### config.mk
export PLATFORM = sky130hd
export DESIGN_NAME = noise_cfg_spi_master_flat
export DESIGN_NICKNAME = d
export VERILOG_FILES = /design/src/rtl/noise_cfg_spi_master_pkg.sv /design/src/rtl/noise_cfg_spi_master_if.sv /design/src/rtl/noise_cfg_spi_master_halfbit_timer.sv /design/src/rtl/noise_cfg_spi_master.sv /design/src/flat_wrapper.sv
export SDC_FILE = /design/constraint.sdc
export NUM_CORES = 1
export LEC_CHECK = 0
export ABC_CLOCK_PERIOD_IN_PS = 5500
export CAP_MARGIN = 20
export CORE_MARGIN = 2
export CORE_UTILIZATION = 28
export CTS_CLUSTER_SIZE = 8
export DETAILED_ROUTE_END_ITERATION = 10
export SLEW_MARGIN = 20
export SYNTH_ARGS = -nofsm -noshare
export SYNTH_HDL_FRONTEND = slang
export SYNTH_HIERARCHICAL = 1
export SYNTH_SLANG_ARGS = --single-unit
### constraint.sdc
create_clock -name sys_clk -period 5.5 [get_ports sys_clk]
set_input_delay 1.1 -clock sys_clk [delete_from_list [all_inputs] [get_ports sys_clk]]
set_output_delay 1.1 -clock sys_clk [all_outputs]
set_load 0.02 [all_outputs]
### src/rtl/noise_cfg_spi_master_pkg.sv
// Shared definitions for the noise-channel config link (master and noise_gen receiver).
package noise_spi_pkg;

  localparam int unsigned FRAME_BITS = 40;
  localparam int unsigned FREQ_W     = 17;
  localparam int unsigned LFSR_W     = 23;
  localparam int unsigned FREQ_MSB   = 39;
  localparam int unsigned FREQ_LSB   = 23;

  typedef struct packed {
    logic [FREQ_W-1:0] freq_div;
    logic [LFSR_W-1:0] lfsr;
  } noise_frame_t;

  typedef enum logic [2:0] {
    S_IDLE  = 3'd0,
    S_SETUP = 3'd1,
    S_HI    = 3'd2,
    S_LO    = 3'd3,
    S_GAP   = 3'd4
  } spi_state_e;

endpackage

### src/rtl/noise_cfg_spi_master_if.sv
// Request handshake plus SPI pins of the noise config master.
interface noise_cfg_spi_master_if;
  import noise_spi_pkg::*;

  logic              tx_valid;
  logic              tx_ready;
  logic [FREQ_W-1:0] tx_freq_div;
  logic [LFSR_W-1:0] tx_lfsr;
  logic              spi_clock;
  logic              spi_data;
  logic              spi_cs;
  logic              busy;
  logic              done;

  // Requester side (sequencer / self-test logic)
  modport master (
    output tx_valid, tx_freq_div, tx_lfsr,
    input  tx_ready, spi_clock, spi_data, spi_cs, busy, done
  );

  // The SPI master block itself
  modport slave (
    input  tx_valid, tx_freq_div, tx_lfsr,
    output tx_ready, spi_clock, spi_data, spi_cs, busy, done
  );

endinterface

### src/rtl/noise_cfg_spi_master_halfbit_timer.sv
// Free-running half-bit timer: 1-cycle tick every CLK_DIV cycles while running.
module spi_halfbit_timer #(
  parameter int unsigned CLK_DIV = 4
) (
  input  logic sys_clk,
  input  logic sys_rst_n,
  input  logic i_clear,
  input  logic i_run,
  output logic o_tick_c
);

  localparam int unsigned      CNT_W = $clog2(CLK_DIV);
  localparam logic [CNT_W-1:0] LAST  = CNT_W'(CLK_DIV - 1);

  logic [CNT_W-1:0] r_cnt;

  always_ff @(posedge sys_clk or negedge sys_rst_n) begin
    if (!sys_rst_n) begin
      r_cnt <= '0;
    end else if (i_clear) begin
      r_cnt <= '0;
    end else if (i_run) begin
      r_cnt <= (r_cnt == LAST) ? '0 : r_cnt + CNT_W'(1);
    end
  end

  assign o_tick_c = i_run && (r_cnt == LAST);

endmodule

### src/rtl/noise_cfg_spi_master.sv
// SPI mode-0 master serialising one 40-bit {freq_div, lfsr_seed} noise config frame per request.
module noise_cfg_spi_master
  import noise_spi_pkg::*;
#(
  parameter int unsigned CLK_DIV = 4,
  parameter int unsigned CS_GAP  = 8
) (
  input logic                    sys_clk,
  input logic                    sys_rst_n,
  noise_cfg_spi_master_if.slave  bus
);

  localparam int unsigned      BIT_W    = 6;
  localparam int unsigned      GAP_W    = $clog2(CS_GAP + 1);
  localparam logic [BIT_W-1:0] LAST_BIT = BIT_W'(FRAME_BITS - 1);
  localparam logic [GAP_W-1:0] GAP_END  = GAP_W'(CS_GAP);

  // Receiver synchronisers need at least 3 sys_clk per SCK level and a real CS-high gap
  if (CLK_DIV < 4) begin : g_bad_clk_div
    $error("noise_cfg_spi_master: CLK_DIV must be >= 4");
  end
  if (CS_GAP < 4) begin : g_bad_cs_gap
    $error("noise_cfg_spi_master: CS_GAP must be >= 4");
  end

  spi_state_e            r_state, w_state;
  logic [FRAME_BITS-1:0] r_shift, w_shift;
  logic [BIT_W-1:0]      r_bit_cnt, w_bit_cnt;
  logic                  r_last, w_last;
  logic [GAP_W-1:0]      r_gap_cnt, w_gap_cnt;
  logic                  r_sck, w_sck;
  logic                  r_cs, w_cs;
  logic                  r_ready, w_ready;
  logic                  r_busy, w_busy;
  logic                  r_done, w_done;
  logic                  w_clear;
  logic                  w_run;
  logic                  w_tick;
  noise_frame_t          w_frame;

  assign w_frame.freq_div = bus.tx_freq_div;
  assign w_frame.lfsr     = bus.tx_lfsr;

  assign w_run = (r_state == S_SETUP) || (r_state == S_HI) || (r_state == S_LO);

  spi_halfbit_timer #(.CLK_DIV(CLK_DIV)) u_timer (
    .sys_clk   (sys_clk),
    .sys_rst_n (sys_rst_n),
    .i_clear   (w_clear),
    .i_run     (w_run),
    .o_tick_c  (w_tick)
  );

  // State and output registers; async reset drops CS/SCK immediately mid-frame
  always_ff @(posedge sys_clk or negedge sys_rst_n) begin
    if (!sys_rst_n) begin
      r_state   <= S_IDLE;
      r_shift   <= '0;
      r_bit_cnt <= '0;
      r_last    <= 1'b0;
      r_gap_cnt <= '0;
      r_sck     <= 1'b0;
      r_cs      <= 1'b1;
      r_ready   <= 1'b1;
      r_busy    <= 1'b0;
      r_done    <= 1'b0;
    end else begin
      r_state   <= w_state;
      r_shift   <= w_shift;
      r_bit_cnt <= w_bit_cnt;
      r_last    <= w_last;
      r_gap_cnt <= w_gap_cnt;
      r_sck     <= w_sck;
      r_cs      <= w_cs;
      r_ready   <= w_ready;
      r_busy    <= w_busy;
      r_done    <= w_done;
    end
  end

  // Next-state and next-output logic
  always_comb begin
    w_state   = r_state;
    w_shift   = r_shift;
    w_bit_cnt = r_bit_cnt;
    w_last    = r_last;
    w_gap_cnt = r_gap_cnt;
    w_sck     = r_sck;
    w_cs      = r_cs;
    w_ready   = r_ready;
    w_busy    = r_busy;
    w_done    = 1'b0;
    w_clear   = 1'b0;

    case (r_state)
      S_IDLE: begin
        if (bus.tx_valid && r_ready) begin
          w_clear   = 1'b1;
          w_shift   = w_frame;
          w_bit_cnt = '0;
          w_last    = 1'b0;
          w_cs      = 1'b0;
          w_ready   = 1'b0;
          w_busy    = 1'b1;
          w_state   = S_SETUP;
        end
      end
      S_SETUP: begin
        if (w_tick) begin
          w_sck   = 1'b1;
          w_state = S_HI;
        end
      end
      S_HI: begin
        if (w_tick) begin
          w_sck   = 1'b0;
          w_state = S_LO;
          // MOSI is the shifter MSB, so it only moves on the SCK falling edge
          if (r_bit_cnt < LAST_BIT) begin
            w_shift   = {r_shift[FRAME_BITS-2:0], 1'b0};
            w_bit_cnt = r_bit_cnt + BIT_W'(1);
          end else begin
            w_last = 1'b1;
          end
        end
      end
      S_LO: begin
        if (w_tick) begin
          if (!r_last) begin
            w_sck   = 1'b1;
            w_state = S_HI;
          end else begin
            w_cs      = 1'b1;
            w_shift   = '0;
            w_done    = 1'b1;
            w_gap_cnt = '0;
            w_state   = S_GAP;
          end
        end
      end
      S_GAP: begin
        if (r_gap_cnt == GAP_END) begin
          w_ready = 1'b1;
          w_busy  = 1'b0;
          w_state = S_IDLE;
        end else begin
          w_gap_cnt = r_gap_cnt + GAP_W'(1);
        end
      end
      default: begin
        w_state = S_IDLE;
      end
    endcase
  end

  assign bus.tx_ready  = r_ready;
  assign bus.spi_clock = r_sck;
  assign bus.spi_data  = r_shift[FRAME_BITS-1];
  assign bus.spi_cs    = r_cs;
  assign bus.busy      = r_busy;
  assign bus.done      = r_done;

endmodule

### src/flat_wrapper.sv
// flat-port wrapper written by rule: the top's interface ports become plain ports
module noise_cfg_spi_master_flat import noise_spi_pkg::*;
#(
  parameter int unsigned CLK_DIV = 4,
  parameter int unsigned CS_GAP  = 8
)
  (sys_clk, sys_rst_n, bus_tx_valid, bus_tx_freq_div, bus_tx_lfsr, bus_tx_ready, bus_spi_clock, bus_spi_data, bus_spi_cs, bus_busy, bus_done);
  noise_cfg_spi_master_if bus_i ();
  input logic sys_clk;
  input logic sys_rst_n;
  input wire logic [$bits(bus_i.tx_valid)-1:0] bus_tx_valid;
  input wire logic [$bits(bus_i.tx_freq_div)-1:0] bus_tx_freq_div;
  input wire logic [$bits(bus_i.tx_lfsr)-1:0] bus_tx_lfsr;
  output wire logic [$bits(bus_i.tx_ready)-1:0] bus_tx_ready;
  output wire logic [$bits(bus_i.spi_clock)-1:0] bus_spi_clock;
  output wire logic [$bits(bus_i.spi_data)-1:0] bus_spi_data;
  output wire logic [$bits(bus_i.spi_cs)-1:0] bus_spi_cs;
  output wire logic [$bits(bus_i.busy)-1:0] bus_busy;
  output wire logic [$bits(bus_i.done)-1:0] bus_done;
  assign bus_i.tx_valid = bus_tx_valid;
  assign bus_i.tx_freq_div = bus_tx_freq_div;
  assign bus_i.tx_lfsr = bus_tx_lfsr;
  assign bus_tx_ready = bus_i.tx_ready;
  assign bus_spi_clock = bus_i.spi_clock;
  assign bus_spi_data = bus_i.spi_data;
  assign bus_spi_cs = bus_i.spi_cs;
  assign bus_busy = bus_i.busy;
  assign bus_done = bus_i.done;
  noise_cfg_spi_master #(.CLK_DIV(CLK_DIV), .CS_GAP(CS_GAP)) u_core (.sys_clk(sys_clk), .sys_rst_n(sys_rst_n), .bus(bus_i));
endmodule
Word level (Yosys, flattened, before mapping)
Index checks and enable logic that the tools add are counted.
{"block": "word_totals", "ff_bits": 61, "latch_bits": 0, "ram_bits": 0, "mem_bits_ro": 0, "inputBits": 43, "output_inout_bits": 6, "wordCells": 97, "memories": 0}
{"block": "classes", "n_addsub": 3, "mul": 0, "div_mod_pow": 0, "order_cmp": 1, "n_eq_ne": 16, "n_shift": 0, "muxes": 46, "n_bitwise": 0, "reduce_logical": 20}
{"cell": "$mux 40", "count": 5}
{"cell": "$pmux 40 s3", "count": 1}
{"cell": "$mux 3", "count": 6}
{"cell": "$mux 6", "count": 3}
{"cell": "$mux 1", "count": 17}
{"cell": "$reduce_and 4->1", "count": 4}
{"cell": "$pmux 3 s5", "count": 1}
{"cell": "$ne 2x2->1 const B", "count": 7}
{"cell": "$mux 4", "count": 3}
{"cell": "$pmux 6 s2", "count": 1}
{"cell": "$reduce_and 5->1", "count": 2}
{"cell": "$reduce_bool 2->1", "count": 5}
{"cell": "$pmux 1 s2", "count": 4}
{"cell": "$pmux 4 s2", "count": 1}
{"cell": "$add 6x1->6 const B", "count": 1}
{"cell": "$eq 3x2->1 const B", "count": 2}
{"cell": "$lt 6x6->1 const B", "count": 1}
{"cell": "$mux 2", "count": 3}
{"cell": "$ne 2x1->1 const B", "count": 3}
{"cell": "$reduce_and 6->1", "count": 1}
{"cell": "$reduce_bool 3->1", "count": 2}
{"cell": "$add 4x1->4 const B", "count": 1}
{"cell": "$eq 4x4->1 const B", "count": 1}
{"cell": "$eq 3x1->1 const B", "count": 1}
{"cell": "8 further kinds", "count": 10}

Longest topological paths before layout
{"block": "depth", "word_depth": 6, "ltp_mapped": 9, "mapped_depth_nobuf": 7}

By module
The synthesis kept the hierarchy.
{"mod": "noise_cfg_spi_master", "instances": 1, "cells_per_inst": 319, "area_each_um2": 2990.4, "seq_area_each_um2": 1478.9}
{"mod": "spi_halfbit_timer", "instances": 1, "cells_per_inst": 9, "area_each_um2": 106.4, "seq_area_each_um2": 50.0}

Least setup slack after synthesis
No wires, ideal clock.
{"block": "synth_path", "path_type": "input-to-reg", "start": "input port bus_tx_valid", "end": "register u_core.r_shift[1]", "setup_ps": 125, "arrival_ps": 2192, "required_ps": 5375, "path_slack_ps": 3184, "cell_stages": 6, "n_path_buf": 2, "cell_sequence": "nand2_1 > nor3_1 > o221a_2 > clkbuf_1 > buf_4 > mux2_2"}
{"block": "synth_via", "elab_chain_len": 3}
{"element": "start, declared", "line": "flat_wrapper.sv:11", "rtl": "input wire logic [$bits(bus_i.tx_valid)-1:0] bus_tx_valid;"}
{"element": "$logic_and 1x1->1", "line": "noise_cfg_spi_master.sv:97", "rtl": "if (bus.tx_valid && r_ready) begin"}
{"element": "$ne 2x1->1 (no source line)"}
{"element": "$reduce_and 6->1 (no source line)"}
{"element": "end signal, assigned", "line": "noise_cfg_spi_master.sv:69", "rtl": "r_shift <= w_shift;"}
{"element": "end, declared", "line": "noise_cfg_spi_master.sv:27", "rtl": "logic [FRAME_BITS-1:0] r_shift, w_shift;"}
Every way passes these cells.
A chain may end at the register's enable or synchronous reset.

Worst setup path in the final report
{"block": "layout_path", "start": "register u_core.r_state[0]", "end": "register u_core.r_shift[27]"}
{"block": "layout_via", "elab_chain_len": 6, "word_cells_on_any_way": 15, "cone_classes": "8 x eq/ne; 1 x mux; 6 x reduce/logical"}
{"element": "start, declared", "line": "noise_cfg_spi_master.sv:26", "rtl": "spi_state_e r_state, w_state;"}
{"element": "start signal, assigned", "line": "noise_cfg_spi_master.sv:68", "rtl": "r_state <= w_state;"}
{"element": "$eq 3x1->1 or $eq 3x2->1 (tied branches)", "line": "noise_cfg_spi_master.sv:44", "rtl": "assign w_run = (r_state == S_SETUP) || (r_state == S_HI) || (r_state == S_LO);"}
{"element": "$logic_or 1x1->1", "line": "noise_cfg_spi_master.sv:44"}
{"element": "$logic_or 1x1->1 *", "line": "noise_cfg_spi_master.sv:44"}
{"element": "via u_core.w_run", "line": "noise_cfg_spi_master.sv:37", "rtl": "logic w_run;"}
{"element": "$logic_and 1x1->1 *", "line": "noise_cfg_spi_master_halfbit_timer.sv:27", "rtl": "assign o_tick_c = i_run && (r_cnt == LAST);"}
{"element": "via u_core.w_tick", "line": "noise_cfg_spi_master.sv:38", "rtl": "logic w_tick;"}
{"element": "$ne 2x2->1 (no source line)"}
{"element": "$reduce_and 6->1 (no source line) *"}
The timed path passes the listed nets; every way through them passes the cells marked *.

==> impl_results.html <==
<table>
<tr><th>Metric</th><th>Value</th></tr>
<tr><th colspan="2">Critical path</th></tr>
<tr><td>Path type of the worst setup path</td><td>reg -&gt; reg</td></tr>
<tr><td>Worst Path Required</td><td>5.75 ns</td></tr>
<tr><td>Max FO, Critical Path</td><td>between 50 and 60</td></tr>
<tr><td>Arrival time of the worst setup path</td><td>about 3.6 ns</td></tr>
<tr><td>Kind of start point of the critical path</td><td>flip-flop</td></tr>
<tr><td>Crit path capture type</td><td>flip-flop</td></tr>
<tr><th colspan="2">CTS</th></tr>
<tr><td>Cell at the root of the clock tree</td><td>sky130_fd_sc_hd__clkbuf_8</td></tr>
<tr><td>TritonCTS clock tree</td><td>yes</td></tr>
<tr><td>H-Tree Level Count</td><td>3</td></tr>
<tr><td>Number of hold buffers added after cts</td><td>0</td></tr>
<tr><td>Post-CTS clock slew at the launch and capture registers of the worst setup and hold paths</td><td>0.07 ns</td></tr>
<tr><td>Clock buffer count from CTS</td><td>9</td></tr>
<tr><td>Post-CTS Setup Bufs</td><td>0</td></tr>
<tr><td>Longest Clk Path Bufs</td><td>2</td></tr>
<tr><td>Clk_lat worst skew</td><td>~0.33 ns</td></tr>
<tr><td>Total number of clock tree sinks</td><td>slightly above 60</td></tr>
<tr><td>Post-CTS sizing</td><td>0</td></tr>
<tr><th colspan="2">Global routing</th></tr>
<tr><td>Largest net degree at the start of global routing</td><td>84</td></tr>
<tr><td>Wire length of the first global-routing pass</td><td>around 11000 um</td></tr>
<tr><td>Remaining global-route overflow</td><td>0</td></tr>
<tr><td>Initial antenna violation count</td><td>0</td></tr>
<tr><td>Vias in the first global route</td><td>between 2000 and 2500</td></tr>
<tr><td>Global router's overall resource usage</td><td>0.117</td></tr>
<tr><th colspan="2">Floorplan</th></tr>
<tr><td>Initial core utilization</td><td>0.287</td></tr>
<tr><td>Number of top-level pins</td><td>49</td></tr>
<tr><td>Die Footprint</td><td>11900 um^2</td></tr>
<tr><td>Overall die height</td><td>~110 um</td></tr>
<tr><td>Row count</td><td>38</td></tr>
<tr><td>DIE WIDTH</td><td>about 110 um</td></tr>
<tr><td>Core footprint</td><td>about 11000 um^2</td></tr>
<tr><th colspan="2">STA</th></tr>
<tr><td>Crit path setup slack, layout</td><td>around 2.1 ns</td></tr>
<tr><td>Slew Viols, Final</td><td>0</td></tr>
<tr><td>Final clock skew</td><td>between 0.01 and 0.015 ns</td></tr>
<tr><td>Final number of hold-violating endpoints</td><td>0</td></tr>
<tr><td>Setup-failing EPs final</td><td>0</td></tr>
<tr><td>Fraction of the cycle the final worst path needs</td><td>0.609</td></tr>
<tr><td>Transition time at the pin with the least slew margin</td><td>roughly 0.95 ns</td></tr>
<tr><td>Relative slew margins</td><td>0.364</td></tr>
<tr><td>RSZ-0062 raised after global routing</td><td>false</td></tr>
<tr><td>Total Neg Setup Slack</td><td>0 ns</td></tr>
<tr><td>Fmax</td><td>between 200 and 300 MHz</td></tr>
<tr><td>Time the worst path needs with I/O delays and setup</td><td>3.35 ns</td></tr>
<tr><th colspan="2">Placed design</th></tr>
<tr><td>Setup slack after placement</td><td>~2.1 ns</td></tr>
<tr><td>Detail Placement HPWL</td><td>4190 um</td></tr>
<tr><td>Instance count after placement with tap cells included</td><td>between 400 and 500</td></tr>
<tr><td>Port Buffers</td><td>between 40 and 50</td></tr>
<tr><td>RePlAce Congestion</td><td>~0.77</td></tr>
<tr><th colspan="2">Power and ir drop</th></tr>
<tr><td>Switch Pwr</td><td>~180 uW</td></tr>
<tr><td>Power Internal</td><td>roughly 660 uW</td></tr>
<tr><td>Sw Share</td><td>0.219</td></tr>
<tr><td>Pwr Total</td><td>roughly 850 uW</td></tr>
<tr><td>Portion of total power attributed to the clock network</td><td>0.421</td></tr>
<tr><td>Pwr Density</td><td>219 nW/um^2</td></tr>
<tr><td>IR drop worst, VDD</td><td>0.0959 mV</td></tr>
<tr><td>Static leakage power</td><td>between 0.0015 and 0.002 uW</td></tr>
<tr><td>Power share of the combinational group</td><td>0.049</td></tr>
<tr><td>Flop pwr share</td><td>0.530</td></tr>
<tr><th colspan="2">Finish</th></tr>
<tr><td>Final layout net count</td><td>around 420</td></tr>
<tr><td>Share of cells above drive strength 1</td><td>0.0831</td></tr>
<tr><td>Area Growth Syn to Fin</td><td>24.7%</td></tr>
<tr><td>Diode count</td><td>0</td></tr>
<tr><td>Final standard cell count with taps included and fillers excluded</td><td>roughly 510</td></tr>
<tr><th colspan="2">Logic synthesis</th></tr>
<tr><td>Mean cell area of the mapped netlist</td><td>9.44 um^2</td></tr>
<tr><td>Ys Warns</td><td>6</td></tr>
<tr><td>Synthesized instance count</td><td>~330</td></tr>
<tr><td>Async SR Flop Fraction</td><td>1.00</td></tr>
<tr><td>Predominant post-synthesis flop cell</td><td>sky130_fd_sc_hd__dfrtp_1</td></tr>
<tr><td>Flop and latch count out of synthesis</td><td>just over 60</td></tr>
<tr><td>Post-synth EDFFs</td><td>0</td></tr>
<tr><td>Number of nets in the synthesized netlist</td><td>about 380</td></tr>
<tr><td>Netlist Area Pre-Place</td><td>3100 um^2</td></tr>
<tr><td>Sequential element share of the synthesized area</td><td>0.494</td></tr>
<tr><td>Count of cell types in the netlist</td><td>37</td></tr>
<tr><th colspan="2">Drt</th></tr>
<tr><td>Routed metal-1 wire length</td><td>about 3200 um</td></tr>
<tr><td>Metal3 WL</td><td>between 300 and 400 um</td></tr>
<tr><td>Routed wire length per instance</td><td>~12 um</td></tr>
<tr><td>Highest routing layer actually used</td><td>met4</td></tr>
<tr><td>Avg Vias per Cell</td><td>4.57</td></tr>
<tr><td>Final wirelength</td><td>6390 um</td></tr>
<tr><td>Iter 0 DRT Violations</td><td>roughly 130</td></tr>
<tr><td>Vias after detailed routing</td><td>~2300</td></tr>
<tr><td>Number of nets with antenna violations after detailed routing</td><td>0</td></tr>
<tr><td>Post-route DRC violation count</td><td>0</td></tr>
<tr><td>Met2 layer wire length in the routed design</td><td>around 2800 um</td></tr>
<tr><td>Detailed-router iteration count before antenna repair</td><td>4</td></tr>
<tr><th colspan="2">Hold path</th></tr>
<tr><td>Worst min-delay path class</td><td>reg -&gt; reg</td></tr>
<tr><th colspan="2">Job</th></tr>
<tr><td>Max-cap violations</td><td>0</td></tr>
<tr><th colspan="2">Outcome</th></tr>
<tr><td>Run status</td><td>finished clean</td></tr>
</table>
layout make-up:
type | instances | area [um^2]
fill | 1078 | 6930
sequential | 61 | 1530
multi-input combinational | 200 | 1310
timing repair buffer | 51 | 498
tap | 140 | 175
inverter | 45 | 169
clock buffer | 12 | 155
clock inverter | 4 | 22.5
cells by family after synthesis:
logic type,Yosys count,synth area share
compound gates,66,0.120
xor+xnor,2,0.00566
fa+ha+maj,4,0.0162
buf+inv,67,0.0853
flops,61,0.494
mux,42,0.136
simple gates,86,0.143
cells in the final DEF, fill, tap and decap left out, types with 4 or more instances in the layout:
cell type	n
sky130_fd_sc_hd__a21oi_1	45
sky130_fd_sc_hd__a31oi_1	4
sky130_fd_sc_hd__clkbuf_8	11
sky130_fd_sc_hd__clkdlybuf4s50_1	47
sky130_fd_sc_hd__dfrtp_1	58
sky130_fd_sc_hd__ha_1	4
sky130_fd_sc_hd__inv_1	45
sky130_fd_sc_hd__mux2i_1	41
sky130_fd_sc_hd__nand2_1	9
sky130_fd_sc_hd__nand3_1	4
sky130_fd_sc_hd__nor2_1	13
sky130_fd_sc_hd__nor3_1	39
sky130_fd_sc_hd__o21ai_0	7
synthesized netlist by cell type, types with 3 or more instances:
library cell	n	area [um^2]
sky130_fd_sc_hd__nand2_1	9	33.8
sky130_fd_sc_hd__or3_1	3	18.8
sky130_fd_sc_hd__dfrtp_1	59	1480
sky130_fd_sc_hd__nor3_1	39	195
sky130_fd_sc_hd__buf_2	4	20.0
sky130_fd_sc_hd__clkbuf_1	16	60.1
sky130_fd_sc_hd__mux2i_1	41	410
sky130_fd_sc_hd__and2_1	3	18.8
sky130_fd_sc_hd__nor2_1	13	48.8
sky130_fd_sc_hd__inv_1	45	169
sky130_fd_sc_hd__o21ai_0	7	35.0
sky130_fd_sc_hd__ha_1	4	50.1
sky130_fd_sc_hd__nand3_1	4	20.0
sky130_fd_sc_hd__a31oi_1	4	25.0
sky130_fd_sc_hd__a21oi_1	45	225
power groups by stage:
stage	clock, uW	combinational (uW)	sequential (uW)
floorplan	0	0.353	457
global placement	0	42.9	457
detailed placement	0	42.5	457
CTS	369	42.8	449
global route	392	44.4	448
finish	356	41.1	449
sequential cells by signal (all words and copies together), names as in the netlist:
name	count
u_core/r_last	1
u_core/bus.busy	1
u_core/bus.tx_ready	1
u_core/bus.done	1
u_core/r_shift	40
u_core/bus.spi_cs	1
u_core/r_gap_cnt	4
u_core/r_state	3
u_core/u_timer/r_cnt	2
u_core/r_bit_cnt	6
u_core/bus.spi_clock	1
metal layers:
metal	GRT usage	vias to the layer above
met2	0.171	40
met3	0.0275	8
met1	0.165	1103
met4	0.0522	0
li1	-	1193
met5	0	-
through the flow:
stage / instance area [um^2] / util / hold WS (ns)
final: 3860 / 0.358 / 0.512
after CTS: 3860 / 0.358 / 0.514
after detailed placement: 3680 / 0.341 / 0.496
after global placement: 3680 / 0.341 / 0.486
after global routing: 3860 / 0.358 / 0.535
after floorplan: 3100 / - / 0.472
path summary, 6_finish.rpt:
| path | slack (ns) | endpoint | cells past startpoint | start |
|---|---|---|---|---|
| max in group asynchronous | 4.03 | u_core/r_state[0]$_DFFE_PN0P_ | 2 | sys_rst_n |
| hold / removal | 0.51 | u_core/r_shift[1]$_DFFE_PN0P_ | 1 | u_core/r_shift[1]$_DFFE_PN0P_ |
| setup / recovery | 2.15 | u_core/r_shift[27]$_DFFE_PN0P_ | 7 | u_core/r_state[0]$_DFFE_PN0P_ |
| setup reg to reg | 2.15 | u_core/r_shift[27]$_DFFE_PN0P_ | 7 | u_core/r_state[0]$_DFFE_PN0P_ |
| hold reg to reg | 0.51 | u_core/r_shift[1]$_DFFE_PN0P_ | 1 | u_core/r_shift[1]$_DFFE_PN0P_ |
| min in group asynchronous | 0.92 | u_core/u_timer/r_cnt[0]$_DFFE_PN0P_ | 2 | sys_rst_n |
critical path, stage by stage, from the launching register on:
cell and delay, ns:
sky130_fd_sc_hd__dfrtp_2 0.99, sky130_fd_sc_hd__nor2_1 0.25, sky130_fd_sc_hd__nor2_1 0.26, sky130_fd_sc_hd__and2_1 0.27
sky130_fd_sc_hd__and2_1 0.16, sky130_fd_sc_hd__o221a_2 0.62, sky130_fd_sc_hd__buf_4 0.46, sky130_fd_sc_hd__mux2i_1 0.24
Power figures use the tool's default switching activity.
==> RTL change, RTL diff (same settings) <==
Make the reset (`sys_rst_n`) synchronous in 2 clocked blocks. Comments in the files are not updated.
--- a/src/rtl/noise_cfg_spi_master_halfbit_timer.sv
+++ b/src/rtl/noise_cfg_spi_master_halfbit_timer.sv
@@ -15,5 +15,5 @@
   logic [CNT_W-1:0] r_cnt;
 
-  always_ff @(posedge sys_clk or negedge sys_rst_n) begin
+  always_ff @(posedge sys_clk) begin
     if (!sys_rst_n) begin
       r_cnt <= '0;
--- a/src/rtl/noise_cfg_spi_master.sv
+++ b/src/rtl/noise_cfg_spi_master.sv
@@ -53,5 +53,5 @@
 
   // State and output registers; async reset drops CS/SCK immediately mid-frame
-  always_ff @(posedge sys_clk or negedge sys_rst_n) begin
+  always_ff @(posedge sys_clk) begin
     if (!sys_rst_n) begin
       r_state   <= S_IDLE;
Function: differs if sys_rst_n is asserted again (counterexample within 4 cycles, from zero or initial values and one cycle with sys_rst_n low); with sys_rst_n held inactive, the same outputs for 10 cycles.
==> RTL change against the unedited design <==
Sequential cell count unchanged; hold slack worse by 0.042 ns; synthesized area is 6.6% higher; cell area up 5.3%; wire length grew 22%; worst setup slack got worse by 0.070 ns; via count grew 22%; critical path type is now input port to flip-flop; critical endpoint is now u_core/r_shift[30]$_SDFFE_PN0P_; largest cell class is now multi-input gates.
Power is not compared: it rests on default switching activity, and its combinational part moved more than twofold at a synthesized area within 25%.
==> RTL change: results (changes against the unedited design) <==
status=completed; largest cells by area after synthesis=dfxtp_1 37%, o31ai_2 15%, nand4_1 8.0%; Routed met3 length=411 µm (+36%); clk root buf=clkbuf_16; Total GRT Usage=12.6% (+0.85 points); ANT cells=0 (unchanged); CTS buffer count=9 (unchanged); RD Place Congestion=0.778 (+0.92%); Clock Skew=0.00776 ns (-0.00510 ns); met1 Usage GRT=14.8% (-1.6 points); CP peak stage delay=0.87 ns (-0.12 ns); clk slew on worst S/H paths=0.05 ns (-0.02 ns); PortBufs=48 (unchanged); clock buffer depth=2 (unchanged); Distinct cells, synth=45 (+22%); Iter 0 DRT Violations=159 (+20%); share of cells above drive strength 1=17.6% (+9.3 points); final wirelength=7800 µm (+22%); post-CTS resize count=0 (unchanged); Pre-antenna DRT Iters=4 (unchanged); top sig layer=met4; Final setup viols=0 (unchanged); top fanout value on the critical path=41 (-24%); Total Nets Final=429 (+3.4%); Metal-1 WL=3460 µm (+9.3%); LEAKAGE=1.40 nW; post-DR vias/cell=5.39 (+18%); Post-CTS Setup Inserts=0 (unchanged); sequential element share of the synthesized area=37.0% (-12 points); pin count of the biggest net entering global routing=80 (-4.8%); most common library cells after synthesis=61 x dfxtp_1, 42 x nand4_1, 41 x a31oi_1, 40 x o31ai_2, 39 x nor2b_1; Main synth FF type=dfxtp_1; syn nets=407 (+8.5%); DR WL met2=3860 µm (+36%); cell family with the largest share of critical-path delay=simple AND/OR/NAND/NOR gates; dpl hpwl=4680 µm (+12%); fraction of registers with async set/reset=0% (-100 points); Relative slew margins=26.4% (-10 points); Crit-path slowest cell=a2bb2oi_4; Global Route met2 Usage=22.0% (+5.0 points); worst vdd ir=roughly 0.15 mV; vias in the first global route=2810 (+23%); met3 usage=4.00% (+1.2 points); first-pass GRT wire length=13200 µm (+22%); initial antenna violation count=0 (unchanged)
==> RTL change: tightest hold or removal path, cell delays in order, from the launching register on <==
cell and delay (ns):
dfxtp_1 0.32, nand2_1 0.05, nand3_1 0.07
==> RTL change: path summary, 6_finish.rpt <==
path / start / endpoint / slack (ns) / cells past startpoint
hold reg to reg: u_core/bus.spi_cs$_SDFFE_PN1P_ / u_core/bus.spi_cs$_SDFFE_PN1P_ / 0.47 / 2
hold / removal: u_core/bus.spi_cs$_SDFFE_PN1P_ / u_core/bus.spi_cs$_SDFFE_PN1P_ / 0.47 / 2
setup / recovery: bus_tx_valid / u_core/r_shift[30]$_SDFFE_PN0P_ / 2.08 / 5
setup reg to reg: u_core/r_state[1]$_SDFFE_PN0P_ / u_core/r_shift[30]$_SDFFE_PN0P_ / 2.57 / 7
==> RTL change: per-stage QoR <==
step	hold slack, ns	cells	instance area, µm²	setup slack [ns]	power [mW]
after global routing	0.499	529	4070	1.96	1.31
final	0.470	529	4070	2.08	1.25
after detailed placement	0.460	514	3780	1.77	0.735
after global placement	0.455	514	3780	1.81	0.729
after CTS	0.472	529	4070	2.11	1.26
after floorplan	0.431	360	3300	3.26	0.679
==> RTL change: final cells by class <==
type                       count  area (µm²)
fill                        1161        7400
sequential                    61        1220
inverter                      10        40.0
clock inverter                 3        20.0
multi-input combinational    251        1860
timing repair buffer          49         483
tap                          143         179
clock buffer                  12         267
==> RTL change: kinds of logic after synthesis <==
logic type	synth area share (%)
and+or+nand+nor	25.1
AOI/OAI and AO/OA	28.5
DFF	37.0
buffers and inverters	7.28
adders and majority gates	1.52
xor gates and xnor gates	0.265
muxes	0.303
==> RTL change: where the power goes <==
part           total, mW  internal [mW]  switching [mW]
clock              0.527          0.338           0.189
sequential         0.503          0.479          0.0237
combinational      0.222         0.0912           0.131
